### config.mk
export PLATFORM = sky130hd
export DESIGN_NAME = itch_replace_decoder_wide
export DESIGN_NICKNAME = d
export VERILOG_FILES = /design/src/rtl/itch_replace_decoder_wide.sv
export SDC_FILE = /design/constraint.sdc
export NUM_CORES = 1
export LEC_CHECK = 0
export CORE_MARGIN = 2
export CORE_UTILIZATION = 30
export CTS_CLUSTER_SIZE = 10
export DETAILED_ROUTE_END_ITERATION = 7
export PLACE_DENSITY = 0.55
export RECOVER_POWER = 100
export SETUP_SLACK_MARGIN = 0.15
export SLEW_MARGIN = 20
export SYNTH_ARGS = -nofsm -noshare
export SYNTH_HDL_FRONTEND = slang
export SYNTH_SLANG_ARGS = --single-unit
### constraint.sdc
create_clock -name clk -period 6.7 [get_ports clk]
set_clock_uncertainty 0.1 [all_clocks]
set_input_delay 0.67 -clock clk [delete_from_list [all_inputs] [get_ports clk]]
set_output_delay 0.67 -clock clk [all_outputs]
set_load 0.1 [all_outputs]
### src/rtl/itch_replace_decoder_wide.sv
// itch_replace_decoder_wide: ITCH Replace Order ('U') decoder taking BEAT_BYTES bytes per beat.
// Parses old/new order refs, shares and price into a valid/ready holding register with drop
// detection and framing-error reporting.
// Optional feature: define REPLACE_STATS_EN to add saturating stat_parsed/stat_invalid/
// stat_dropped counters.
module itch_replace_decoder_wide #(
  parameter int unsigned BEAT_BYTES  = 4,
  parameter logic [7:0]  MSG_TYPE    = 8'h55,
  parameter int unsigned MSG_LENGTH  = 27,
  parameter logic [3:0]  PARSED_TYPE = 4'd4
) (
  input  logic                    clk,
  input  logic                    rst,
  input  logic [8*BEAT_BYTES-1:0] data_in,
  input  logic                    valid_in,
  input  logic                    sop_in,
  input  logic                    out_ready,
  output logic                    replace_out_valid,
  output logic [3:0]              replace_parsed_type,
  output logic [63:0]             replace_old_order_ref,
  output logic [63:0]             replace_new_order_ref,
  output logic [31:0]             replace_shares,
  output logic [31:0]             replace_price,
  output logic                    replace_packet_invalid,
  output logic                    replace_drop
`ifdef REPLACE_STATS_EN
  ,
  output logic [15:0]             stat_parsed,
  output logic [15:0]             stat_invalid,
  output logic [15:0]             stat_dropped
`endif
);

  localparam int unsigned IDX_W       = $clog2(MSG_LENGTH + BEAT_BYTES);
  // Payload bytes 1..24; byte 1 sits in the most significant byte of the accumulator.
  localparam int unsigned FIELD_BYTES = 24;

  typedef enum logic [1:0] {StIdle, StParse, StSkip} state_e;

  state_e                   state_q, state_d;
  logic [IDX_W-1:0]         idx_q, idx_d, beat_base;
  logic [8*FIELD_BYTES-1:0] acc_q, acc_d, hold_q, hold_d;
  logic                     hold_valid_q, hold_valid_d;
  logic                     invalid_q, drop_q, drop_d;
  logic                     sop_beat, type_ok, last_beat;
  logic                     start, capture, clear_acc, complete, invalid;

  assign sop_beat  = valid_in & sop_in;
  assign type_ok   = (data_in[7:0] == MSG_TYPE);
  // Final beat once the beat reaches byte MSG_LENGTH-1 (covers a partial last beat).
  assign last_beat = (32'(idx_q) + BEAT_BYTES) >= MSG_LENGTH;
  // A fresh sop always maps lane 0 to message byte 0.
  assign beat_base = start ? '0 : idx_q;

  // State register and byte counter
  always_ff @(posedge clk or negedge rst) begin
    if (!rst) begin
      state_q <= StIdle;
      idx_q   <= '0;
    end else begin
      state_q <= state_d;
      idx_q   <= idx_d;
    end
  end

  // Next-state logic: framing, capture enables, completion and framing errors
  always_comb begin
    state_d   = state_q;
    idx_d     = idx_q;
    start     = 1'b0;
    capture   = 1'b0;
    clear_acc = 1'b0;
    complete  = 1'b0;
    invalid   = 1'b0;
    unique case (state_q)
      StIdle: start = sop_beat;
      StParse: begin
        if (!valid_in) begin
          invalid   = 1'b1;
          clear_acc = 1'b1;
          state_d   = StIdle;
          idx_d     = '0;
        end else if (sop_in) begin
          // Truncated message: report it and decode the new beat as a fresh sop.
          invalid = 1'b1;
          start   = 1'b1;
        end else begin
          capture = 1'b1;
          if (last_beat) begin
            complete = 1'b1;
            state_d  = StIdle;
            idx_d    = '0;
          end else begin
            idx_d = idx_q + IDX_W'(BEAT_BYTES);
          end
        end
      end
      StSkip: begin
        if (sop_beat) begin
          start = 1'b1;
        end else if (valid_in) begin
          if (last_beat) begin
            state_d = StIdle;
            idx_d   = '0;
          end else begin
            idx_d = idx_q + IDX_W'(BEAT_BYTES);
          end
        end
      end
      default: begin
        state_d = StIdle;
        idx_d   = '0;
      end
    endcase
    if (start) begin
      state_d   = type_ok ? StParse : StSkip;
      idx_d     = IDX_W'(BEAT_BYTES);
      clear_acc = 1'b1;
      capture   = type_ok;
    end
  end

  // Field accumulator: each lane drops its byte into the matching payload slot
  always_comb begin
    acc_d = clear_acc ? '0 : acc_q;
    if (capture) begin
      for (int unsigned k = 0; k < BEAT_BYTES; k++) begin
        if ((32'(beat_base) + k) >= 1 && (32'(beat_base) + k) <= FIELD_BYTES) begin
          acc_d[8*(FIELD_BYTES - (32'(beat_base) + k)) +: 8] = data_in[8*k +: 8];
        end
      end
    end
  end

  // Holding register handshake: accept frees the slot, a completion into a busy slot drops
  always_comb begin
    hold_valid_d = hold_valid_q & ~out_ready;
    hold_d       = hold_q;
    drop_d       = 1'b0;
    if (complete) begin
      if (hold_valid_d) begin
        drop_d = 1'b1;
      end else begin
        hold_valid_d = 1'b1;
        hold_d       = acc_d;
      end
    end
  end

  // Datapath and pulse registers
  always_ff @(posedge clk or negedge rst) begin
    if (!rst) begin
      acc_q        <= '0;
      hold_q       <= '0;
      hold_valid_q <= 1'b0;
      invalid_q    <= 1'b0;
      drop_q       <= 1'b0;
    end else begin
      acc_q        <= acc_d;
      hold_q       <= hold_d;
      hold_valid_q <= hold_valid_d;
      invalid_q    <= invalid;
      drop_q       <= drop_d;
    end
  end

  // Output decode from the holding register
  always_comb begin
    replace_out_valid      = hold_valid_q;
    replace_parsed_type    = hold_valid_q ? PARSED_TYPE : 4'd0;
    replace_old_order_ref  = hold_q[191:128];
    replace_new_order_ref  = hold_q[127:64];
    replace_shares         = hold_q[63:32];
    replace_price          = hold_q[31:0];
    replace_packet_invalid = invalid_q;
    replace_drop           = drop_q;
  end

`ifdef REPLACE_STATS_EN
  logic [15:0] stat_parsed_q, stat_invalid_q, stat_dropped_q;

  // Saturating event counters, cleared only by reset
  always_ff @(posedge clk or negedge rst) begin
    if (!rst) begin
      stat_parsed_q  <= '0;
      stat_invalid_q <= '0;
      stat_dropped_q <= '0;
    end else begin
      if (complete && stat_parsed_q != 16'hFFFF) stat_parsed_q <= stat_parsed_q + 16'd1;
      if (invalid && stat_invalid_q != 16'hFFFF) stat_invalid_q <= stat_invalid_q + 16'd1;
      if (drop_d && stat_dropped_q != 16'hFFFF) stat_dropped_q <= stat_dropped_q + 16'd1;
    end
  end

  assign stat_parsed  = stat_parsed_q;
  assign stat_invalid = stat_invalid_q;
  assign stat_dropped = stat_dropped_q;
`endif

endmodule

==> reports/results.tsv <==
stage	metric	value	unit
power_and_ir_drop	power_density	231	nW/um^2
status	violations	capacitance limit, slew limit	
hold_path	holdCritPathClass	register to register	
route	drt_iter0_drc	3808	
floorplanning	die_y	320	um
global_route	grt_start_max_net_pins	108	
route	wl_met2	70.6	mm
floorplanning	start_util	0.303	
power_and_ir_drop	combPwrFrac	0.400	
synthesis	yosysUniqueCellTypes	110	
power_and_ir_drop	internal-power	4800	uW
worst_setup_path	critPathArrivalTime	6.82	ns
status	status	complete, but fails checks	
synthesis	yosysWarnings	0	
synthesis	avgSynthCellArea	8.02	sq um
cts	cts_buffer_depth	3	
route	drt-met1-wl	67.8	mm
hold_path	hold_depth	2	
timing	setup_viol	0	
synthesis	async_reset_ff_frac	1.00	
worst_setup_path	r2r-start	state_q[0]$_DFFE_PN0P_	
hold_path	holdCritStartpoint	hold_q[137]$_DFFE_PN0P_	
run	maxCapViolations	1	
power_and_ir_drop	seqPwrFrac	0.287	
floorplanning	dieArea	102000	sq um
synthesis	ys_seq_elements	394	
timing	fin_crit_sh	0.950	
worst_setup_path	cp-start-kind	register	
timing	rsz0062_at_grt	false	
global_route	track_usage	0.316	
cts	clkTransAtPathRegs	0.06	ns
layout	final_cells	5335	
timing	layout_min_cycle_time	6.36	ns
timing	relSlewSlack	-2.41	
timing	worstMarginPinSlew	5.11	ns
global_route	grt_pass1_wl	235	mm
route	drt-total-wl	166	mm
synthesis	synth_area_leader_cell	dfrtp_1	
cts	cts_sinks	394	
placement	placedCellCount	5256	
synthesis	ys_seq_area_frac	0.330	
placement	gp_congestion	1.03	
timing	hold_viol	0	
route	wl_met3	16.2	mm
power_and_ir_drop	p_clk_frac	0.313	
floorplanning	die_w	320	um
worst_setup_path	worst_ep_required_time	7.15	ns
layout	drive_above_1_share	0.119	
cts	htree_levels	2	
global_route	antenna_found_initial	11	
route	dr.max_layer_used	met5	
cts	clk-insertion-delay-late	0.65	ns
route	wl_per_cell	31.2	um
synthesis	synth_area_leaders	dfrtp_1 (33%), mux2i_1 (12%), nand2_1 (7.5%)	
power_and_ir_drop	ir_worst_vdd	160	uV
timing	fmax	0.157	GHz
placement	io_buffers	232	
cts	root_buffer	clkbuf_16	
placement	place_area	35300	sq um
route	drt_first_pass_iters	6	
layout	finalInstanceArea	36500	sq um
synthesis	synthCells	3728	
global_route	grt_pass1_vias	31100	
power_and_ir_drop	switching_power	3620	uW
synthesis	netlist.area_leader.share	0.330	
timing	drv_slew	105	
worst_setup_path	startpoint	state_q[0]$_DFFE_PN0P_	
global_route	overflow	0	
worst_setup_path	endpoint_kind	register	
worst_setup_path	ff2ff_path_depth	21	
cts	post-cts-setup-buffer-count	0	
worst_setup_path	worstSetupPathType	register to register	
timing	setup_tns	0	ns
worst_setup_path	cp_max_fo	10	
layout	syn_to_final_growth	22.1	%
floorplanning	core	98600	sq um
cts	numCtsBuffers	50	
layout	finish.net_count	4108	
floorplanning	io_pins	236	
placement	dp_hpwl	122	mm
route	via_per_inst	6.12	
synthesis	synth-edff-count	0	
cts	cts_tree	done	
power_and_ir_drop	sw_frac_of_total	0.430	
route	ant_nets	0	
power_and_ir_drop	leakage	0.0160	uW
route	drc_errors	0	
floorplanning	rows	115	
route	num_vias	32700	
synthesis	synthesis.area	29900	sq um
synthesis	ys.flop_type	dfrtp_1	
[through the flow]
| step | power, uW | util | hold slack, ns | worst slack (ns) |
|---|---|---|---|---|
| floorplan | 4170 | - | 0.274 | 0.179 |
| global placement | 5750 | 0.358 | 0.366 | -0.0313 |
| detailed placement | 5740 | 0.358 | 0.371 | -0.000515 |
| CTS | 8400 | 0.373 | 0.387 | 0.467 |
| global route | 8610 | 0.370 | 0.409 | 0.0880 |
| finish | 8420 | 0.370 | 0.372 | 0.336 |
[area by class of cell]
class / count / area [sq um]
sequential: 394 / 9860
clock buffer: 65 / 1380
tap: 1287 / 1610
inverter: 33 / 124
timing repair buffer: 553 / 4890
fill: 10300 / 62100
antenna: 4 / 10.0
multi-input combinational: 2990 / 18500
clock inverter: 9 / 92.6
[power by group through the flow]
stage	clock, uW	combinational [uW]	sequential [uW]
after floorplan	0	1720	2450
after global placement	0	3290	2460
after detailed placement	0	3280	2460
after CTS	2690	3300	2410
after global routing	2760	3440	2420
final	2640	3370	2420
[critical path: stages, from the launching register on]
cell,delay (ns)
dfrtp_1,0.41
ha_1,0.31
and3b_4,0.37
nor2_4,0.05
buf_4,0.18
ha_1,0.30
and4b_1,0.25
nor4_1,0.36
o21a_1,0.18
and3_1,0.30
clkinv_1,0.13
ha_1,0.30
or4_1,0.58
a211o_1,0.40
clkbuf_1,0.21
nand2b_1,0.32
a2111oi_4,0.46
buf_4,0.29
mux2i_1,0.28
mux2_2,0.21
nor3_1,0.04
a311oi_1,0.23
[cells in the mapped netlist, types with 11 or more instances]
cell type,n
a211oi_1,37
a21oi_1,89
a31oi_1,90
and2_1,29
and3_1,40
buf_1,14
buf_2,58
buf_4,14
clkbuf_1,214
dfrtp_1,394
ha_1,49
inv_1,26
mux2_2,40
mux2i_1,344
nand2_1,600
nand2b_1,19
nand3_1,212
nand4_1,50
nor2_1,336
nor2b_1,17
nor3_1,77
nor3b_1,12
nor4_1,28
o211a_1,13
o211ai_1,22
o21a_1,11
o21ai_0,364
o21ai_1,63
o221ai_1,32
o22ai_1,95
o31ai_1,55
o41ai_1,23
or3_1,11
[path summary, 6_finish.rpt]
kind                                            to  slack [ns]
max in group asynchronous  hold_q[148]$_DFFE_PN0P_        1.15
max                        hold_q[117]$_DFFE_PN0P_        0.34
min reg2reg                hold_q[137]$_DFFE_PN0P_        0.37
min in group asynchronous    hold_q[0]$_DFFE_PN0P_        2.39
min                        hold_q[137]$_DFFE_PN0P_        0.37
max reg2reg                hold_q[117]$_DFFE_PN0P_        0.34
[what timing repair did]
item                                    CTS  global route
resized for setup                         0             3
hold buffers                              1             0
endpoints found under the hold margin     5             0
endpoints found under the setup margin    0            11
[logic make-up (layout without fill, tap and decap cells)]
| group | Yosys count | after routing | synth area share |
|---|---|---|---|
| DFF | 394 | 394 | 0.330 |
| and+or+nand+nor | 1548 | 1548 | 0.253 |
| other | 1 | 7 | 0.000125 |
| muxes | 385 | 385 | 0.131 |
| xor gates and xnor gates | 16 | 16 | 0.00611 |
| AOI/OAI and AO/OA | 988 | 988 | 0.209 |
| buffers and inverters | 346 | 660 | 0.0512 |
| adders and majority gates | 50 | 50 | 0.0208 |
[state kept, by name, indices dropped and copies added (netlist names)]
name / flops
idx_q: 5
state_q: 2
acc_q: 192
hold_q: 192
replace_out_valid: 1
replace_packet_invalid: 1
replace_drop: 1
[routing by layer]
metal | track usage | up-vias
met1 | 0.411 | 16000
met5 | 0 | -
li1 | - | 14300
met2 | 0.472 | 1898
met3 | 0.0785 | 481
met4 | 0.191 | 4
[layout by cell type (no fill, tap or decap), types with 24 or more instances in the layout]
cell type	n
mux2i_1	344
inv_1	27
clkbuf_1	38
o21ai_0	395
clkdlybuf4s50_1	34
and3_1	40
nor4_1	26
nor3_1	80
a211oi_1	40
buf_4	249
nand2_1	600
ha_1	49
buf_12	24
o21ai_1	30
dlygate4sd3_1	198
nand4_1	55
o221ai_1	32
dfrtp_1	394
and2_1	25
o31ai_1	55
mux2_2	39
nand3_1	211
nor2_1	337
clkbuf_16	50
a31oi_1	90
a21oi_1	88
o22ai_1	95
Power figures use the tool's default switching activity.
